--- config.mk ---
export PLATFORM = sky130hd
export DESIGN_NAME = usb_tx_sequencer
export DESIGN_NICKNAME = d
export VERILOG_FILES = /design/src/rtl/usb_tx_sequencer.sv
export SDC_FILE = /design/constraint.sdc
export NUM_CORES = 1
export LEC_CHECK = 0
export ABC_AREA = 1
export CAP_MARGIN = 20
export CORE_ASPECT_RATIO = 1.75
export CORE_UTILIZATION = 28
export CTS_BUF_LIST = sky130_fd_sc_hd__clkbuf_8
export DETAILED_ROUTE_END_ITERATION = 10
export HOLD_SLACK_MARGIN = 0.15
export SYNTH_ARGS = -nofsm -noshare
export SYNTH_HDL_FRONTEND = slang
export SYNTH_SLANG_ARGS = --single-unit
--- constraint.sdc ---
create_clock -name clk -period 2.5 [get_ports clk]
set_clock_uncertainty 0.15 [all_clocks]
set_input_delay 0.5 -clock clk [delete_from_list [all_inputs] [get_ports clk]]
set_output_delay 0.5 -clock clk [all_outputs]
set_load 0.05 [all_outputs]
--- src/rtl/usb_tx_sequencer.sv ---
// Shares the USB tx packet encoder between the handshake responder and the data path:
// arbitration, bus turnaround, one-cycle packet command, start timeout and completion report.
module usb_tx_sequencer #(
   parameter int unsigned TURNAROUND    = 2,
   parameter int unsigned START_TIMEOUT = 8,
   parameter int unsigned MAX_BYTES     = 64
) (
   input  logic       clk,
   input  logic       rst,
   input  logic       hs_req,
   input  logic       hs_nak,
   input  logic       data_req,
   input  logic [6:0] buffer_occupancy,
   input  logic       tx_transfer_active,
   input  logic       tx_error,
   output logic [1:0] tx_packet,
   output logic       hs_done,
   output logic       data_done,
   output logic       seq_error,
   output logic       busy
);

   // state        | meaning
   // S_IDLE       | no owner; arbitrate hs_req over data_req
   // S_TURN       | bus turnaround, counting TURNAROUND cycles
   // S_ISSUE      | latched command on tx_packet for one cycle
   // S_WAIT_START | waiting for tx_transfer_active, bounded by START_TIMEOUT
   // S_ACTIVE     | packet on the bus, watching for fall or tx_error
   // S_DONE       | one-cycle done pulse to the owner
   typedef enum logic [2:0] {
      S_IDLE,
      S_TURN,
      S_ISSUE,
      S_WAIT_START,
      S_ACTIVE,
      S_DONE
   } state_t;

   localparam logic [7:0] TURN_LOAD  = (TURNAROUND == 0) ? 8'd0 : 8'(TURNAROUND - 1);
   localparam logic [7:0] START_LOAD = 8'(START_TIMEOUT - 1);
   localparam logic [7:0] MAX_OCC    = 8'(MAX_BYTES);

   localparam logic [1:0] PKT_NONE  = 2'b00;
   localparam logic [1:0] PKT_DATA0 = 2'b01;
   localparam logic [1:0] PKT_ACK   = 2'b10;
   localparam logic [1:0] PKT_NAK   = 2'b11;

   state_t     state_q, state_nxt;
   logic [7:0] cnt_q, cnt_nxt;
   logic       owner_hs_q, owner_hs_nxt;
   logic [1:0] cmd_q, cmd_nxt;
   logic       err_nxt;
   logic       oversize;

   assign oversize = {1'b0, buffer_occupancy} > MAX_OCC;

   always_ff @(posedge clk) begin
      if (rst) begin
         state_q    <= S_IDLE;
         cnt_q      <= 8'd0;
         owner_hs_q <= 1'b0;
         cmd_q      <= PKT_NONE;
         tx_packet  <= PKT_NONE;
         hs_done    <= 1'b0;
         data_done  <= 1'b0;
         seq_error  <= 1'b0;
         busy       <= 1'b0;
      end else begin
         state_q    <= state_nxt;
         cnt_q      <= cnt_nxt;
         owner_hs_q <= owner_hs_nxt;
         cmd_q      <= cmd_nxt;
         // outputs are decoded from the next state so they are flops aligned with the state
         tx_packet  <= (state_nxt == S_ISSUE) ? cmd_nxt : PKT_NONE;
         hs_done    <= (state_nxt == S_DONE) && owner_hs_nxt;
         data_done  <= (state_nxt == S_DONE) && !owner_hs_nxt;
         seq_error  <= (state_nxt == S_DONE) && err_nxt;
         busy       <= (state_nxt != S_IDLE);
      end
   end

   always_comb begin
      state_nxt    = state_q;
      cnt_nxt      = cnt_q;
      owner_hs_nxt = owner_hs_q;
      cmd_nxt      = cmd_q;
      err_nxt      = 1'b0;
      case (state_q)
         S_IDLE: begin
            if (hs_req || data_req) begin
               owner_hs_nxt = hs_req;
               if (hs_req) begin
                  cmd_nxt = hs_nak ? PKT_NAK : PKT_ACK;
               end else begin
                  cmd_nxt = PKT_DATA0;
               end
               if (!hs_req && oversize) begin
                  state_nxt = S_DONE;
                  err_nxt   = 1'b1;
               end else if (TURNAROUND == 0) begin
                  state_nxt = S_ISSUE;
               end else begin
                  state_nxt = S_TURN;
                  cnt_nxt   = TURN_LOAD;
               end
            end
         end
         S_TURN: begin
            if (cnt_q == 8'd0) begin
               state_nxt = S_ISSUE;
            end else begin
               cnt_nxt = cnt_q - 8'd1;
            end
         end
         S_ISSUE: begin
            state_nxt = S_WAIT_START;
            cnt_nxt   = START_LOAD;
         end
         S_WAIT_START: begin
            if (tx_error) begin
               state_nxt = S_DONE;
               err_nxt   = 1'b1;
            end else if (tx_transfer_active) begin
               state_nxt = S_ACTIVE;
            end else if (cnt_q == 8'd0) begin
               state_nxt = S_DONE;
               err_nxt   = 1'b1;
            end else begin
               cnt_nxt = cnt_q - 8'd1;
            end
         end
         S_ACTIVE: begin
            if (tx_error) begin
               state_nxt = S_DONE;
               err_nxt   = 1'b1;
            end else if (!tx_transfer_active) begin
               state_nxt = S_DONE;
            end
         end
         S_DONE: begin
            state_nxt = S_IDLE;
            cnt_nxt   = 8'd0;
         end
         default: begin
            state_nxt = S_IDLE;
            cnt_nxt   = 8'd0;
         end
      endcase
   end

endmodule

# Yosys cells after proc, flatten, opt, wreduce, memory -nomap -nowiden
# Index checks and enable logic that the tools add are counted.
# word_totals
reg_bits	20
# classes
n_eq_ne	10
n_bitwise	2
n_reduce_logical	12
n_mux	28
n_lt_le_gt_ge	1
n_addsub	1
# ops
operator	count
$mux 8	5
$pmux 8 s5	1
$mux 3	8
$pmux 3 s5	1
$eq 3x2->1 const B	3
$mux 1	9
$logic_not 8->1	1
$ne 2x2->1 const B	4
$sub 8x1->8 const B	1
$gt 7x7->1 const B	1
$eq 3x3->1 const B	2
$mux 2	3
$reduce_and 5->1	1
$logic_and 1x1->1	4
$eq 3x1->1 const B	1
$logic_not 3->1	1
$pmux 1 s3	1
$reduce_bool 3->1	1
$logic_not 1->1	2
$not 1->1	2
$reduce_or 2->1	1
$logic_or 1x1->1	1

# Depth between registers and ports, before layout
# Gate-level depths: netlist of run 1.
# depth
ltp_word	8
depth_mapped	10
depth_no_buf	10

# Worst setup path before layout of run 1
# No wires, ideal clock.
# synth_timing
kind	flip-flop to flip-flop
start	reg cnt_q[0]
end	reg busy
path_buffers	0
stages_incl_launch_ff	10
setup_slack_ns	1.009
required_time_ns	2.238
t_arrival_ns	1.229
synth_period_minus_slack_ns	1.491
path_cell_list	dfxtp_1 inv_1 ha_1 nand2_1 nor2_4 nor3_1 nor2_2 nand2_1 nand2_1 nand2_1
# synth_via
elab_chain_cells	6
# synth_rtl
element	line	source
start: declaration	49	logic [7:0] cnt_q, cnt_nxt;
start signal: assignment	70	cnt_q <= cnt_nxt;
$logic_not 8->1 (*)	109, 125	
$mux 3	125	end else if (cnt_q == 8'd0) begin
$mux 3	123	end else if (tx_transfer_active) begin
$mux 3	120	if (tx_error) begin
$pmux 3 s5 (*)	88	case (state_q)
$reduce_bool 3->1 (*)	78	busy <= (state_nxt != S_IDLE);
end signal: assignment	78	
end: declaration	20	output logic busy
# Every way passes the cells marked *; elsewhere a longest branch is shown, timed or not.
# A chain may end at the register's enable or synchronous reset.

# Final worst setup path of run 1
# layout_timing
start	reg data_done
end	out data_done
# layout_lines
element	line	source
start: declaration	18	output logic data_done,
start signal: assignment	76	data_done <= (state_nxt == S_DONE) && !owner_hs_nxt;
# No word-level cell between the ends.

==> out/metrics.cfg, run 1 <==
[floorplan]
die_h_um=85.43
row_count=30
core-area_um2=3829
fp.dieArea_um2=4243
num_io_pins=20
floorplan.initialDensity_pct=29.08
die_w_um=49.67

[logic_synthesis]
yosysTopAreaCell=dfxtp_1
synth-seq-cells=20
yosysSeqAreaShare_pct=35.96
yosysUniqueCellTypes=18
yosysWarnings=0
yosysTopAreaCellShare_pct=35.96
yosys.area_share.simple_pct=44.94
syn_nets=192
synth_top_family_by_area=simple AND/OR/NAND/NOR gates
netlist_top_cells_area=dfxtp_1, nand2_1, nor2_1
synth-compound-area-share_pct=7.978
synth-xor-area-share_pct=1.573
syn-instance-count=177
synthMuxAreaShare_pct=0
avgSynthCellArea_um2=6.291
synthAdderAreaFrac_pct=1.124
synth_area_um2=1114

[clock_network]
cts_root_buffer=clkbuf_8
clk_pin_slew_ns=0.07
h-tree-depth=1
cts_resized=0
clkLatencyLatePin_ns=0.26
post-cts-setup-buffers=0
cts_tree=done
clock_sinks=20
numCtsBuffers=3
cts_buffer_depth=2
ctsHoldBuffers=0

[critical_path]
max_stage_delay_ns=0.80
path_delay_family=buffers and inverters
crit_type=reg -> out
cp-start-kind=flip-flop
cp_data_arrival_time_ns=1.38
end_kind=output port
path_cells=clkdlybuf4s50_1
path_buf_inv=1
rrSetupSlack_ns=0.83
crit_required_ns=1.85
r2r_cells=8
reg2reg_from=cnt_q[0]$_SDFFE_PP0P_
critPathSlowestCell=clkdlybuf4s50_1
crit_fanout=1
r2r-end=tx_packet[0]$_SDFF_PP0_

[routing]
routed_wl_mm=2.537
drc=1
drt_iter0_markers=15
drt_first_pass_iters=7
wl_per_cell_um=10.23
vias_per_cell=4.407
vias=1093
ant_nets=0

[final_layout]
num_antenna_cells=0
drive_above_1_share_pct=9.500
stdcell_count=248
layout_common_cells=nand2_1, nor2_1, inv_1
final_common_cell=nand2_1
nets=216
syn_to_final_growth_pct=27.75

[power]
peakVddDrop_uv=598.9
leakagePower_nw=0.6578
power.density_nw_per_um2=1181

[sta]
rsz0062_at_grt=no
fin_crit_ns=2.032
hold_slack_ns=0.3406
tightest_slew_ns=0.5081
fin_crit_sh_pct=81.28
maxSlewHeadroom_pct=66.02
setup_tns_ns=0
timing.fmax_ghz=0.4921
finalHoldViolCount=0
setup_violations=0
slew_viol_final=0

[min_path]
holdCritStartpoint=cmd_q[1]$_SDFF_PP0_
hold_class=reg -> reg
min_path_cells=2
min_to=cmd_q[1]$_SDFF_PP0_

[placed_design]
placed_cells=244
hpwl_mm=2.099
globalplace.congestion=0.8976
port_buffers=19

[outcome]
status=complete, but fails checks
violations=design-rule violations

[global_routing]
grt_pass1_wl_mm=4.409
grt_max_degree=12
antenna_found_initial=0
track_usage_pct=13.51
grt_pass1_vias=1092
gr-total-overflow=0

[job]
maxCapViolCount=0

-- state kept, by name, summed over array words and instances, names as in the netlist --
signal / flops
owner_hs_q: 1
cmd_q: 2
seq_error: 1
hs_done: 1
state_q: 3
cnt_q: 8
tx_packet: 2
busy: 1
data_done: 1
-- worst max-delay path by stage --
stage / startpoint / to / slack, ns / cells past startpoint
6_report: data_done$_SDFF_PP0_ / data_done / 0.47 / 1
5_1_grt: tx_packet[1]$_SDFF_PP0_ / tx_packet[1] / 0.42 / 1
4_1_cts: data_done$_SDFF_PP0_ / data_done / 0.46 / 1
3_5_place_dp: hs_req / tx_packet[0]$_SDFF_PP0_ / 0.43 / 10
3_3_place_gp: hs_req / tx_packet[0]$_SDFF_PP0_ / 0.42 / 10
2_1_floorplan: cnt_q[0]$_SDFFE_PP0P_ / busy$_SDFF_PP0_ / 1.01 / 9
-- Yosys cell counts, drive strengths merged --
cell type,n
nand2,50
nor2,42
inv,24
dfxtp,20
nand3,15
a21oi,10
o21ai,6
nor3,3
nor3b,2
xor2,2
clkbuf,1
ha,1
o32ai,1
-- report_power, final --
part	switching [mW]	internal [mW]	leakage (nW)
sequential	0.0830	0.412	0.164
clock	0.105	0.140	0.0288
combinational	0.616	0.324	0.465
total	0.804	0.876	0.658
-- cell families after synthesis --
family,count (synthesis)
buffers and inverters,25
and+or+nand+nor,112
DFF,20
adders and majority gates,1
AOI/OAI and AO/OA,17
xor gates and xnor gates,2
-- routing by layer --
metal,global-route usage [%],wire length [um],vias up
met4,7.792,58,0
met3,1.792,45,5
met2,26.66,1506,10
li1,-,-,597
met1,12.51,927,481
met5,0,0,-
-- metrics by stage --
step / setup slack (ns) / total power, mW / util [%] / cell area, um^2
6_report: 0.4679 / 1.680 / 37.16 / 1423
5_1_grt: 0.4199 / 1.857 / 37.16 / 1423
4_1_cts: 0.4579 / 1.709 / 37.16 / 1423
3_5_place_dp: 0.4259 / 1.458 / 35.72 / 1368
3_3_place_gp: 0.4239 / 1.460 / 35.72 / 1368
2_1_floorplan: 1.009 / 1.228 / - / 1114
-- worst register-to-register path: stages, from the launching register on --
cell,delay [ns]
dfxtp_1,0.32
inv_1,0.07
ha_1,0.22
nand2_1,0.14
nor2_4,0.18
nor3_1,0.08
nor2_2,0.23
nand3_2,0.14
nor2_1,0.10
-- layout make-up --
type                            instances  area [um^2]
Fill cell                             430         2406
Multi-Input combinational cell        132        619.3
Sequential cell                        20        400.4
Timing Repair Buffer                   20        197.7
Inverter                               24        90.09
Tap cell                               48        60.06
Clock buffer                            4        55.05
Power figures use the tool's default switching activity.
==> run 2: changes to the inputs <==
==> constraint.sdc (replaced) <==
create_clock -name clk -period 2.08 [get_ports clk]
set_clock_uncertainty 0.15 [all_clocks]
set_input_delay 0.416 -clock clk [delete_from_list [all_inputs] [get_ports clk]]
set_output_delay 0.416 -clock clk [all_outputs]
set_load 0.05 [all_outputs]
==> out/metrics.cfg, run 2 (synthesis results as in run 1) <==
[outcome]
status=finished clean

[routing]
routed_wl_mm=2.601  ; +2.5%
drt_iter0_markers=18  ; +3
vias_per_cell=4.597  ; +4.3%
wl_per_cell_um=10.49  ; +2.5%
drc=0  ; -1
drt_first_pass_iters=4  ; -3
vias=1140  ; +4.3%
ant_nets=0  ; unchanged

[sta]
finalHoldViolCount=0  ; unchanged
setup_violations=0  ; unchanged
slew_viol_final=0  ; unchanged
rsz0062_at_grt=no
fin_crit_ns=1.951
setup_tns_ns=0  ; unchanged
tightest_slew_ns=0.5037  ; -0.004461 ns
fin_crit_sh_pct=93.80
timing.fmax_ghz=0.5125
maxSlewHeadroom_pct=66.32  ; +0.30 points

[power]
p_total_mw=2.036  ; +21%
leakagePower_nw=0.6578  ; unchanged
peakVddDrop_uv=702.8  ; +17%
power.density_nw_per_um2=1431  ; +21%

[floorplan]
row_count=30  ; unchanged
floorplan.initialDensity_pct=29.08  ; unchanged
die_w_um=49.67  ; unchanged
num_io_pins=20  ; unchanged
fp.dieArea_um2=4243  ; unchanged
die_h_um=85.43  ; unchanged
core-area_um2=3829  ; unchanged

[critical_path]
crit_type=reg -> out
end_kind=output port
path_cells=clkdlybuf4s50_1
crit_fanout=1  ; unchanged
cp-start-kind=flip-flop
crit_required_ns=1.51  ; -0.34 ns
path_buf_inv=1  ; unchanged
rrSetupSlack_ns=0.40  ; -0.43 ns
path_delay_family=buffers and inverters
reg2reg_from=cnt_q[0]$_SDFFE_PP0P_
cp_data_arrival_time_ns=1.39  ; about the same
max_stage_delay_ns=0.80  ; about the same
critPathSlowestCell=clkdlybuf4s50_1
crit_start=data_done$_SDFF_PP0_

[clock_network]
clkLatencyLatePin_ns=0.26  ; about the same
post-cts-setup-buffers=0  ; unchanged
h-tree-depth=1  ; unchanged
numCtsBuffers=3  ; unchanged
clk_pin_slew_ns=0.07  ; about the same
cts_tree=done
clock_sinks=20  ; unchanged
cts_resized=0  ; unchanged
cts_buffer_depth=2  ; unchanged
ctsHoldBuffers=0  ; unchanged
cts_root_buffer=clkbuf_8

[final_layout]
final_common_cell=nand2_1
nets=216  ; unchanged
largest_reg_flops=8  ; unchanged
syn_to_final_growth_pct=27.75  ; unchanged
fillers=439  ; +2.1%
num_antenna_cells=0  ; unchanged
top_register=cnt_q
drive_above_1_share_pct=9.500  ; unchanged
reg_top3=cnt_q (8), state_q (3)
layout_common_cells=nand2_1, nor2_1, inv_1

[min_path]
hold_class=reg -> reg
holdCritStartpoint=cmd_q[1]$_SDFF_PP0_

[global_routing]
antenna_found_initial=0  ; unchanged
grt_pass1_wl_mm=4.726  ; +7.2%
grt_max_degree=12  ; unchanged
track_usage_pct=14.32  ; +0.81 points
gr-total-overflow=0  ; unchanged
grt_pass1_vias=1143  ; +4.7%

[placed_design]
hpwl_mm=2.154  ; +2.6%
port_buffers=19  ; unchanged
globalplace.congestion=0.8818  ; -1.8%

[job]
maxCapViolCount=0  ; unchanged

-- run 2: cell counts in the layout (fill, tap and decap cells not counted) --
No cell type changed its count.
-- run 2: worst paths after layout --
kind,to,cells after the start
setup reg to reg,busy$_SDFF_PP0_,9
hold / removal,cmd_q[1]$_SDFF_PP0_,2
hold reg to reg,cmd_q[1]$_SDFF_PP0_,2
setup / recovery,data_done,1
-- run 2: through the flow --
step                      setup WS, ns  cells  area, um^2  hold WS [ns]  util (%)
final                           0.1290    248        1423        0.3411     37.16
after global routing           0.09602    248        1423        0.3910     37.16
after CTS                       0.1154    248        1423        0.3480     37.16
after detailed placement       0.06727    244        1368        0.3298     35.72
after global placement         0.08061    244        1368        0.3374     35.72
after floorplan                 0.5890    177        1114        0.3045         -
-- run 2: layer usage --
| layer | part of all wire, % | routed length [um] | GRT usage, % |
|---|---|---|---|
| met1 | 37 | 956 | 14.61 |
| met2 | 59 | 1536 | 26.66 |
| met3 | 1.9 | 50 | 2.151 |
| met4 | 2.2 | 57 | 8.052 |
| met5 | 0 | 0 | 0 |
-- run 2: power by group --
part           switching, mW  total, mW  internal (mW)  leakage [nW]
clock                  0.129      0.298          0.168        0.0288
sequential            0.0979      0.593          0.495         0.164
combinational          0.756       1.15          0.390         0.465
total                  0.983       2.04           1.05         0.658
-- run 2: worst reg2reg max path, cell delays in order (launching register included) --
cell and delay [ns]:
dfxtp_1 0.33, inv_1 0.07, ha_1 0.22, nand2_1 0.14, nor2_4 0.18, nor3_1 0.07, nor2_2 0.23, nand2_1 0.09
nand2_1 0.06, nand2_1 0.04
-- run 2: cell type report --
cell class	instances	area (um^2)	area share, %
clock buffers	4	55.05	3.870
inverters	24	90.09	6.332
multi-input cells	132	619.3	43.54
flip-flops and latches	20	400.4	28.14
well taps	48	60.06	4.222
repair buffers	20	197.7	13.90
